**src/rtl/morse_pkg.sv**
```systemverilog
// Shared types and constants for the Morse keyer: FSM states, element timing
// in units, and the character lookup record.
package morse_pkg;

    typedef enum logic [2:0] {
        IDLE  = 3'd0,
        LOAD  = 3'd1,
        MARK  = 3'd2,
        SPACE = 3'd3,
        GAP   = 3'd4,
        WORD  = 3'd5
    } state_e;

    localparam int DOT_UNITS      = 1;
    localparam int DASH_UNITS     = 3;
    localparam int ELEM_GAP_UNITS = 1;
    localparam int MAX_ELEMS      = 5;

    // pattern is left-aligned: pattern[4] is the first element, 1 = dash
    typedef struct packed {
        logic       valid;
        logic       is_space;
        logic [2:0] len;
        logic [4:0] pattern;
    } morse_rec_t;

    function automatic morse_rec_t morse_sym(input logic [2:0] len, input logic [4:0] pat);
        morse_rec_t r;
        r.valid    = 1'b1;
        r.is_space = 1'b0;
        r.len      = len;
        r.pattern  = pat;
        return r;
    endfunction

endpackage

```
**src/rtl/morse_lut.sv**
```systemverilog
// Combinational ASCII to Morse lookup with lower-case folding; unsupported
// codes return a record with valid cleared.
module morse_lut
    import morse_pkg::*;
(
    input  logic [7:0] char_i,
    output morse_rec_t rec_o
);

    logic [7:0] up_s;

    // fold 'a'..'z' onto 'A'..'Z'
    always_comb begin
        if (char_i >= 8'h61 && char_i <= 8'h7A) begin
            up_s = char_i - 8'h20;
        end else begin
            up_s = char_i;
        end
    end

    // pattern table, first element in bit 4
    always_comb begin
        rec_o = '0;
        case (up_s)
            8'h20: begin
                rec_o.valid    = 1'b1;
                rec_o.is_space = 1'b1;
            end
            8'h41: rec_o = morse_sym(3'd2, 5'b01000);
            8'h42: rec_o = morse_sym(3'd4, 5'b10000);
            8'h43: rec_o = morse_sym(3'd4, 5'b10100);
            8'h44: rec_o = morse_sym(3'd3, 5'b10000);
            8'h45: rec_o = morse_sym(3'd1, 5'b00000);
            8'h46: rec_o = morse_sym(3'd4, 5'b00100);
            8'h47: rec_o = morse_sym(3'd3, 5'b11000);
            8'h48: rec_o = morse_sym(3'd4, 5'b00000);
            8'h49: rec_o = morse_sym(3'd2, 5'b00000);
            8'h4A: rec_o = morse_sym(3'd4, 5'b01110);
            8'h4B: rec_o = morse_sym(3'd3, 5'b10100);
            8'h4C: rec_o = morse_sym(3'd4, 5'b01000);
            8'h4D: rec_o = morse_sym(3'd2, 5'b11000);
            8'h4E: rec_o = morse_sym(3'd2, 5'b10000);
            8'h4F: rec_o = morse_sym(3'd3, 5'b11100);
            8'h50: rec_o = morse_sym(3'd4, 5'b01100);
            8'h51: rec_o = morse_sym(3'd4, 5'b11010);
            8'h52: rec_o = morse_sym(3'd3, 5'b01000);
            8'h53: rec_o = morse_sym(3'd3, 5'b00000);
            8'h54: rec_o = morse_sym(3'd1, 5'b10000);
            8'h55: rec_o = morse_sym(3'd3, 5'b00100);
            8'h56: rec_o = morse_sym(3'd4, 5'b00010);
            8'h57: rec_o = morse_sym(3'd3, 5'b01100);
            8'h58: rec_o = morse_sym(3'd4, 5'b10010);
            8'h59: rec_o = morse_sym(3'd4, 5'b10110);
            8'h5A: rec_o = morse_sym(3'd4, 5'b11000);
            8'h30: rec_o = morse_sym(3'd5, 5'b11111);
            8'h31: rec_o = morse_sym(3'd5, 5'b01111);
            8'h32: rec_o = morse_sym(3'd5, 5'b00111);
            8'h33: rec_o = morse_sym(3'd5, 5'b00011);
            8'h34: rec_o = morse_sym(3'd5, 5'b00001);
            8'h35: rec_o = morse_sym(3'd5, 5'b00000);
            8'h36: rec_o = morse_sym(3'd5, 5'b10000);
            8'h37: rec_o = morse_sym(3'd5, 5'b11000);
            8'h38: rec_o = morse_sym(3'd5, 5'b11100);
            8'h39: rec_o = morse_sym(3'd5, 5'b11110);
            default: rec_o = '0;
        endcase
    end

endmodule

```
**src/rtl/morse_keyer.sv**
```systemverilog
// Morse keyer: accepts one ASCII character per valid/ready handshake and plays
// it as unit-timed on/off keying on key_out.
module morse_keyer
    import morse_pkg::*;
#(
    parameter int UNIT_CYCLES = 4,
    parameter int LETTER_GAP  = 3,
    parameter int WORD_GAP    = 7,
    parameter int CNT_W       = 8
) (
    input  logic       clk,
    input  logic       rst_n,
    input  logic       char_valid,
    input  logic [7:0] char_in,
    output logic       char_ready,
    output logic       key_out,
    output logic       busy,
    output logic       letter_done,
    output logic       bad_char
);

    localparam logic [CNT_W-1:0] DOT_LD  = CNT_W'(DOT_UNITS * UNIT_CYCLES - 1);
    localparam logic [CNT_W-1:0] DASH_LD = CNT_W'(DASH_UNITS * UNIT_CYCLES - 1);
    localparam logic [CNT_W-1:0] EGAP_LD = CNT_W'(ELEM_GAP_UNITS * UNIT_CYCLES - 1);
    localparam logic [CNT_W-1:0] LGAP_LD = CNT_W'(LETTER_GAP * UNIT_CYCLES - 1);
    localparam logic [CNT_W-1:0] WGAP_LD = CNT_W'((WORD_GAP - LETTER_GAP) * UNIT_CYCLES - 1);
    localparam logic [CNT_W-1:0] CNT_ZERO = {CNT_W{1'b0}};

    state_e     state_q, state_d;
    logic [CNT_W-1:0] cnt_q, cnt_d;
    logic [4:0] shreg_q, shreg_d;
    logic [2:0] elems_q, elems_d;
    morse_rec_t rec_q, rec_d, lut_rec_s;
    logic       key_q, key_d;
    logic       done_q, done_d;
    logic       bad_q, bad_d;
    logic       accept_s;

    morse_lut u_lut (
        .char_i (char_in),
        .rec_o  (lut_rec_s)
    );

    assign char_ready  = (state_q == IDLE);
    assign busy        = (state_q != IDLE);
    assign accept_s    = char_valid && (state_q == IDLE);
    assign key_out     = key_q;
    assign letter_done = done_q;
    assign bad_char    = bad_q;

    // next-state, timing counter and element shifter
    always_comb begin
        state_d = state_q;
        cnt_d   = cnt_q;
        shreg_d = shreg_q;
        elems_d = elems_q;
        rec_d   = rec_q;
        bad_d   = 1'b0;
        case (state_q)
            IDLE: begin
                if (accept_s) begin
                    state_d = LOAD;
                    rec_d   = lut_rec_s;
                    bad_d   = !lut_rec_s.valid;
                end else begin
                    state_d = IDLE;
                end
            end
            LOAD: begin
                if (!rec_q.valid) begin
                    state_d = IDLE;
                end else if (rec_q.is_space) begin
                    state_d = WORD;
                    cnt_d   = WGAP_LD;
                end else begin
                    state_d = MARK;
                    shreg_d = rec_q.pattern;
                    elems_d = rec_q.len;
                    cnt_d   = rec_q.pattern[4] ? DASH_LD : DOT_LD;
                end
            end
            MARK: begin
                if (cnt_q != CNT_ZERO) begin
                    cnt_d = cnt_q - {{(CNT_W-1){1'b0}}, 1'b1};
                end else if (elems_q > 3'd1) begin
                    state_d = SPACE;
                    cnt_d   = EGAP_LD;
                    elems_d = elems_q - 3'd1;
                end else begin
                    state_d = GAP;
                    cnt_d   = LGAP_LD;
                end
            end
            SPACE: begin
                if (cnt_q != CNT_ZERO) begin
                    cnt_d = cnt_q - {{(CNT_W-1){1'b0}}, 1'b1};
                end else begin
                    state_d = MARK;
                    shreg_d = {shreg_q[3:0], 1'b0};
                    cnt_d   = shreg_q[3] ? DASH_LD : DOT_LD;
                end
            end
            GAP, WORD: begin
                if (cnt_q != CNT_ZERO) begin
                    cnt_d = cnt_q - {{(CNT_W-1){1'b0}}, 1'b1};
                end else begin
                    state_d = IDLE;
                end
            end
            default: begin
                state_d = IDLE;
                cnt_d   = CNT_ZERO;
            end
        endcase
        // outputs are registered, so derive them from the state being entered
        key_d  = (state_d == MARK);
        done_d = ((state_d == GAP) || (state_d == WORD)) && (cnt_d == CNT_ZERO);
    end

    // state and output registers
    always_ff @(posedge clk or negedge rst_n) begin
        if (!rst_n) begin
            state_q <= IDLE;
            cnt_q   <= CNT_ZERO;
            shreg_q <= 5'd0;
            elems_q <= 3'd0;
            rec_q   <= '0;
            key_q   <= 1'b0;
            done_q  <= 1'b0;
            bad_q   <= 1'b0;
        end else begin
            state_q <= state_d;
            cnt_q   <= cnt_d;
            shreg_q <= shreg_d;
            elems_q <= elems_d;
            rec_q   <= rec_d;
            key_q   <= key_d;
            done_q  <= done_d;
            bad_q   <= bad_d;
        end
    end

endmodule

```
**config.mk**
```make
export PLATFORM = sky130hd
export DESIGN_NAME = morse_keyer
export DESIGN_NICKNAME = d
export VERILOG_FILES = /design/src/rtl/morse_pkg.sv /design/src/rtl/morse_lut.sv /design/src/rtl/morse_keyer.sv
export SDC_FILE = /design/constraint.sdc
export NUM_CORES = 1
export LEC_CHECK = 0
export BUFFER_PORTS_ARGS = -buffer_cell sky130_fd_sc_hd__buf_2
export CORE_AREA = 2 2 88 73
export CTS_CLUSTER_SIZE = 8
export DETAILED_ROUTE_END_ITERATION = 8
export DIE_AREA = 0 0 90 75
export MAX_ROUTING_LAYER = met4
export SYNTH_ARGS = -nofsm -noshare
export SYNTH_HDL_FRONTEND = slang
export SYNTH_SLANG_ARGS = --single-unit
```
**constraint.sdc**
```tcl
create_clock -name clk -period 5.3 [get_ports clk]
set_input_delay 0.265 -clock clk [delete_from_list [all_inputs] [get_ports clk]]
set_output_delay 0.265 -clock clk [all_outputs]
set_load 0.01 [all_outputs]
```
==> impl_metrics.toml, run 1 <==
[power]
ir_drop_uv = 287
p_seq_frac = 0.342
switching_share = 0.426
total_leakage_power_nw = 1.07
p_switching_w = 0.000530
internal_power_w = 0.000716
pwr-share-clk = 0.193
power_density_mw_per_mm2 = 493
pwr-share-comb = 0.465

[final_layout]
diodes = 0
nets = 298
fin_area_sq_mm = 0.00252
nFillCells = 604
multiInputGateArea_sq_mm = 0.00140
regArea_sq_um = 776
final_util = 0.434
area_growth_pct = 9.67
drive_above_1_share = 0.155

[routing]
firstDrtPassIters = 4
routed-via-count = 2053
ant_nets = 0
first_iter_violations = 173
wl_um = 5330
drcViolationCount = 0
wl_per_cell_um = 14.6
via_per_inst = 5.64

[clock_tree]
tritoncts = "built"
ctsHoldBuffers = 0
clk_transition_reported_paths_ps = 70
clockRootBuffer = "clkbuf_8"
clock_path_buffers = 2
cts_buffers = 5
numClockSinks = 31
ctsResizeCount = 0
cts_setup_buffers = 0
clock_latency_ps = 280
h-tree-depth = 2

[critical_path]
r2r_start = "cnt_q[0]"
crit_arrival_ps = 2700
endpoint_kind = "flop"
cp.required_ps = 5440
cpMostUsedCell = "ha_1"
rrSetupSlack_ps = 2750
critPathSlowestCell = "or4b_4"
crit_fanout = 8
r2r-end = "letter_done"
cp-start-kind = "flop"
crit_chain = "inv_1 -> ha_1 -> or4b_4 -> nor2_8 -> inv_4 -> ha_1 -> nor2b_1 -> o32ai_1 -> nand4bb_1 -> nor4_2"
max_stage_delay_ps = 550
path_class = "reg2reg"
r2r_cells = 10
worstSetupStartpoint = "cnt_q[0]"

[floorplanning]
die_h_um = 75
dieArea_sq_mm = 0.00675
io_pins = 16
rows = 25
die_x_um = 90
start_util = 0.396
core_sq_mm = 0.00582

[grt]
grt_pass1_wl_um = 9230
antenna_found_initial = 0
grtUsageTotal = 0.175
grt_max_degree = 32
grt_pass1_vias = 1821
grt-ovfl-total = 0

[timing]
max_freq_mhz = 391
worstMarginPinSlew_ps = 716
skew_ps = 4.13
post-route-min-period_ps = 2550
slew_viol_final = 0
grt_setup_unrepaired = "false"
setup_slack_ps = 2750
setup_violations = 0
setup_tns_ps = 0
hold_slack_ps = 28.4
finalHoldViolCount = 0
min_period_over_period = 0.482
relSlewSlack = 0.522

[place]
placed_cell_area_sq_mm = 0.00241
place_hpwl_um = 3900
place_ws_ps = 2770
gp_congestion = 0.887
portBuffers = 15

[job]
cap_viol_max_count = 0

[synthesis]
yosysTopAreaCell = "dfrtp_1"
synth_seq_area_share = 0.337
synth_cell_types = 63
netlist_area_sq_mm = 0.00230
synth_warnings = 0
ys_async_sr_fraction = 1.00
synth_seq_cells = 31
synth.avg_cell_area_sq_um = 8.34
synthDominantCellAreaShare = 0.337
synth_fp_nets = 292
syn_inst = 276
synth_enable_flop_cells = 0
ys.flop_type = "dfrtp_1"
yosys-top-cells-area = "dfrtp_1 34%, o21ai_0 6.1%, nand2_1 4.7%, nor2_1 4.4%, mux2i_1 3.0%"

[hold_path]
hold_class = "in2async"

[status]
status = "complete, no violations"
==> worst max-delay path: cells and delay by family (launching register included) <==
kind	cells	cell delay [ps]
flip-flops	1	420
AO/OA/AOI/OAI	1	320
adder cells (fa/ha/maj)	2	470
AND/OR/NAND/NOR	5	1040
buffers and inverters	2	140
==> worst max path at each step <==
stage	to	depth (start not counted)	slack, ps
after floorplan	letter_done	10	2960
after global placement	letter_done	10	2860
after detailed placement	letter_done	10	2770
after CTS	letter_done	10	2760
after global routing	letter_done	10	2600
final	letter_done	10	2750
==> cells in the mapped netlist, types with 5 or more instances <==
cell type	instances
dfrtp_1	31
nand2_1	29
o21ai_0	28
nor2_1	27
a21oi_1	13
inv_1	13
clkbuf_1	10
nor3_1	9
mux2i_1	7
nor2b_1	7
nand2b_1	6
o22ai_1	6
a31oi_1	5
ha_1	5
==> per-layer routing <==
metal	wire [um]	part of all wire	global-route usage	up-vias
met5	0	0	-	-
met4	29	0.0054	0.0513	0
met3	315	0.059	0.0300	4
met2	2130	0.40	0.236	62
met1	2850	0.54	0.266	966
li1	-	-	-	1021
==> flip-flops by register name, summed over array words and instances, names as in the netlist <==
| name | count |
|---|---|
| elems_q | 3 |
| state_q | 3 |
| cnt_q | 8 |
| key_out | 1 |
| rec_q | 10 |
| letter_done | 1 |
| bad_char | 1 |
| shreg_q | 4 |
==> cells in the final DEF (no fill, tap or decap), drive strengths merged, types with 2 or more instances in the layout <==
cell and count:
o21a 3, nand3 4, mux2i 7, nand2b 6, clkbuf 6, nor3b 2, a2111oi 2, o211ai 2
or3 4, a21oi 15, and2 3, xnor2 4, o32ai 4, inv 14, or2 4, nand2 29
o21ai 30, nor3 9, dfrtp 31, o22ai 6, buf 15, a31oi 5, o41ai 3, nor4 3
nor2 28, o21ba 2, a211oi 4, and3 2, a21o 4, ha 5, nor2b 7
==> per-stage QoR <==
stage,cells,total power (W)
2_1_floorplan,276,0.000866
3_3_place_gp,356,0.00100
3_5_place_dp,356,0.00101
4_1_cts,364,0.00125
5_1_grt,364,0.00135
6_report,364,0.00125
==> logic make-up (layout without fill, tap and decap cells) <==
logic type               Yosys count  in the layout  share of synthesized area
AO/OA/AOI/OAI                     92             92                      0.280
buffers and inverters             30             37                     0.0549
AND/OR/NAND/NOR                  106            106                      0.252
multiplexers                       7              7                     0.0304
adder cells (fa/ha/maj)            5              5                     0.0272
XOR/XNOR                           5              5                     0.0190
flip-flops                        31             31                      0.337
==> power by group through the flow <==
stage	Clock (W)	Combinational [W]	Sequential, W
6_report	0.000241	0.000579	0.000426
5_1_grt	0.000258	0.000654	0.000443
4_1_cts	0.000246	0.000582	0.000425
3_5_place_dp	0	0.000578	0.000429
3_3_place_gp	0	0.000572	0.000429
2_1_floorplan	0	0.000476	0.000391
==> layout make-up <==
type,instances,area share
multi-input cells,215,0.555
repair buffers,15,0.0297
well taps,81,0.0401
inverters,14,0.0218
clock inverters,2,0.0139
clock buffers,6,0.0327
flip-flops and latches,31,0.307
Note: power is estimated with default switching activity, not from simulation.
==> run 2: changes to the inputs <==
- clock period: 5.3 -> 2.7 ns (I/O delays scaled with it)
==> run 2 against run 1 <==
Critical path type unchanged. Final area is 1.9% higher. Largest power group unchanged. Total power increased by 100%. Die area is the same. Critical endpoint unchanged. Combinational power grew 100%. Critical path depth is the same. Clock power up 100%. Hold slack improved by 260 ps. First-iteration DRC count shrank 6.9%. Highest routed layer unchanged.
==> impl_metrics.toml, run 2 (same netlist as run 1, synthesis figures left out) <==
[routing]
wl_per_cell_um = 14.7
first_iter_violations = 161
via_per_inst = 5.63
wl_um = 5430
drcViolationCount = 0
firstDrtPassIters = 5
ant_nets = 0
routed-via-count = 2083

[hold_path]
min_from = "char_in[7]"
holdPathStages = 5
min_to = "rec_q[8]"
hold_class = "in2reg"

[timing]
finalHoldViolCount = 0
setup_slack_ps = 192
min_period_over_period = 0.929
max_freq_mhz = 399
skew_ps = 8.25
hold_slack_ps = 285
post-route-min-period_ps = 2510
slew_viol_final = 0
grt_setup_unrepaired = "false"
setup_tns_ps = 0
setup_violations = 0
worstMarginPinSlew_ps = 787
relSlewSlack = 0.468

[final_layout]
largest-register = "rec_q"
nFillCells = 607
largest_register_ff_count = 10
final_cell_mix = "31 x dfrtp_1, 29 x nand2_1, 28 x o21ai_0"
largestRegisters = "rec_q (10), cnt_q (8), shreg_q (4)"
drive_above_1_share = 0.170
area_growth_pct = 11.7
diodes = 0
multiInputGateArea_sq_mm = 0.00140
regArea_sq_um = 776
final_common_cell = "dfrtp_1"
nets = 304
fin_area_sq_mm = 0.00257

[clock_tree]
tritoncts = "built"
h-tree-depth = 2
clock_latency_ps = 290
clock_path_buffers = 2
clk_transition_reported_paths_ps = 70
clockRootBuffer = "clkbuf_8"
cts_buffers = 5
ctsResizeCount = 0
numClockSinks = 31

[critical_path]
crit_fanout = 8
cp-start-kind = "flop"
path_class = "reg2reg"
endpoint_kind = "flop"
r2r_start = "cnt_q[0]"
cp.required_ps = 2900
r2r-end = "letter_done"
crit_arrival_ps = 2710
rrSetupSlack_ps = 190
crit_chain = "inv_1 -> ha_1 -> or4b_4 -> nor2_8 -> inv_4 -> ha_1 -> nor2b_1 -> o32ai_1 -> nand4bb_1 -> nor4_2"
critPathSlowestCell = "or4b_4"
max_stage_delay_ps = 530
r2r_cells = 10
cpMostUsedCell = "ha_1"

[place]
place_hpwl_um = 4010
gp_congestion = 0.902
portBuffers = 15
place_ws_ps = 180
placed_cell_area_sq_mm = 0.00243

[power]
power_density_mw_per_mm2 = 967
ir_drop_uv = 480
pwr-share-comb = 0.476
switching_share = 0.428
pwr-share-clk = 0.194
p_seq_frac = 0.330
total_leakage_power_nw = 1.09
p_switching_w = 0.00106
internal_power_w = 0.00142

[grt]
grt_pass1_vias = 1908
grt-ovfl-total = 0
grt_max_degree = 32
grt_pass1_wl_um = 9400
grtUsageTotal = 0.180
antenna_found_initial = 0

[floorplanning]
core_sq_mm = 0.00582
io_pins = 16
die_h_um = 75
dieArea_sq_mm = 0.00675
start_util = 0.396
rows = 25
die_x_um = 90

[status]
status = "complete, no violations"

[job]
cap_viol_max_count = 0
[run 2: cell types whose count changed in the layout (fill, tap and decap cells not counted)]
cell / change
buf_4: +5
dlygate4sd3_1: +1
[run 2: cell type report]
class / instances / share of cell area
clock buffer: 6 / 0.0321
clock inverter: 2 / 0.0136
inverter: 14 / 0.0214
multi-input combinational: 215 / 0.544
sequential: 31 / 0.302
tap: 81 / 0.0394
timing repair buffer: 21 / 0.0477
[run 2: power groups by stage]
| stage | registers (W) | clock network (W) | logic, W |
|---|---|---|---|
| 6_report | 0.000820 | 0.000483 | 0.00118 |
| 2_1_floorplan | 0.000767 | 0 | 0.000934 |
| 5_1_grt | 0.000850 | 0.000514 | 0.00133 |
| 3_3_place_gp | 0.000821 | 0 | 0.00116 |
| 3_5_place_dp | 0.000824 | 0 | 0.00117 |
| 4_1_cts | 0.000819 | 0.000494 | 0.00117 |
[run 2: worst max-delay path: cells and delay by family, from the launching register on]
family	cells	cell delay, ps
AO/OA/AOI/OAI	1	100
adder cells (fa/ha/maj)	2	460
buffers and inverters	2	160
flip-flops	1	430
AND/OR/NAND/NOR	5	1270
[run 2: metrics by stage]
| step | utilization | total power, W | cells |
|---|---|---|---|
| CTS | 0.440 | 0.00248 | 368 |
| floorplan | - | 0.00170 | 276 |
| global placement | 0.418 | 0.00198 | 359 |
| global route | 0.442 | 0.00269 | 370 |
| detailed placement | 0.418 | 0.00199 | 359 |
| finish | 0.442 | 0.00249 | 370 |
[run 2: how the worst max path moves through the flow]
| stage | start | end | depth (start not counted) |
|---|---|---|---|
| after floorplan | cnt_q[0] | letter_done | 10 |
| after global placement | cnt_q[0] | letter_done | 10 |
| after detailed placement | cnt_q[0] | letter_done | 10 |
| after CTS | cnt_q[0] | letter_done | 10 |
| after global routing | cnt_q[0] | letter_done | 10 |
| final | cnt_q[0] | letter_done | 10 |
[run 2: what timing repair did]
item / 4_1_cts / 5_1_grt
hold endpoints to repair: 31 / 0
hold buffers: 1 / 0
endpoints found under the setup margin: 0 / 1
setup buffers: 0 / 2
[run 2: layer usage]
metal	routed length, um	part of all wire	vias to the layer above	track usage
met5	0	0	-	-
met4	61	0.011	0	0.0462
met3	403	0.074	6	0.0541
met2	2190	0.40	77	0.246
met1	2770	0.51	973	0.258
li1	-	-	1027	-
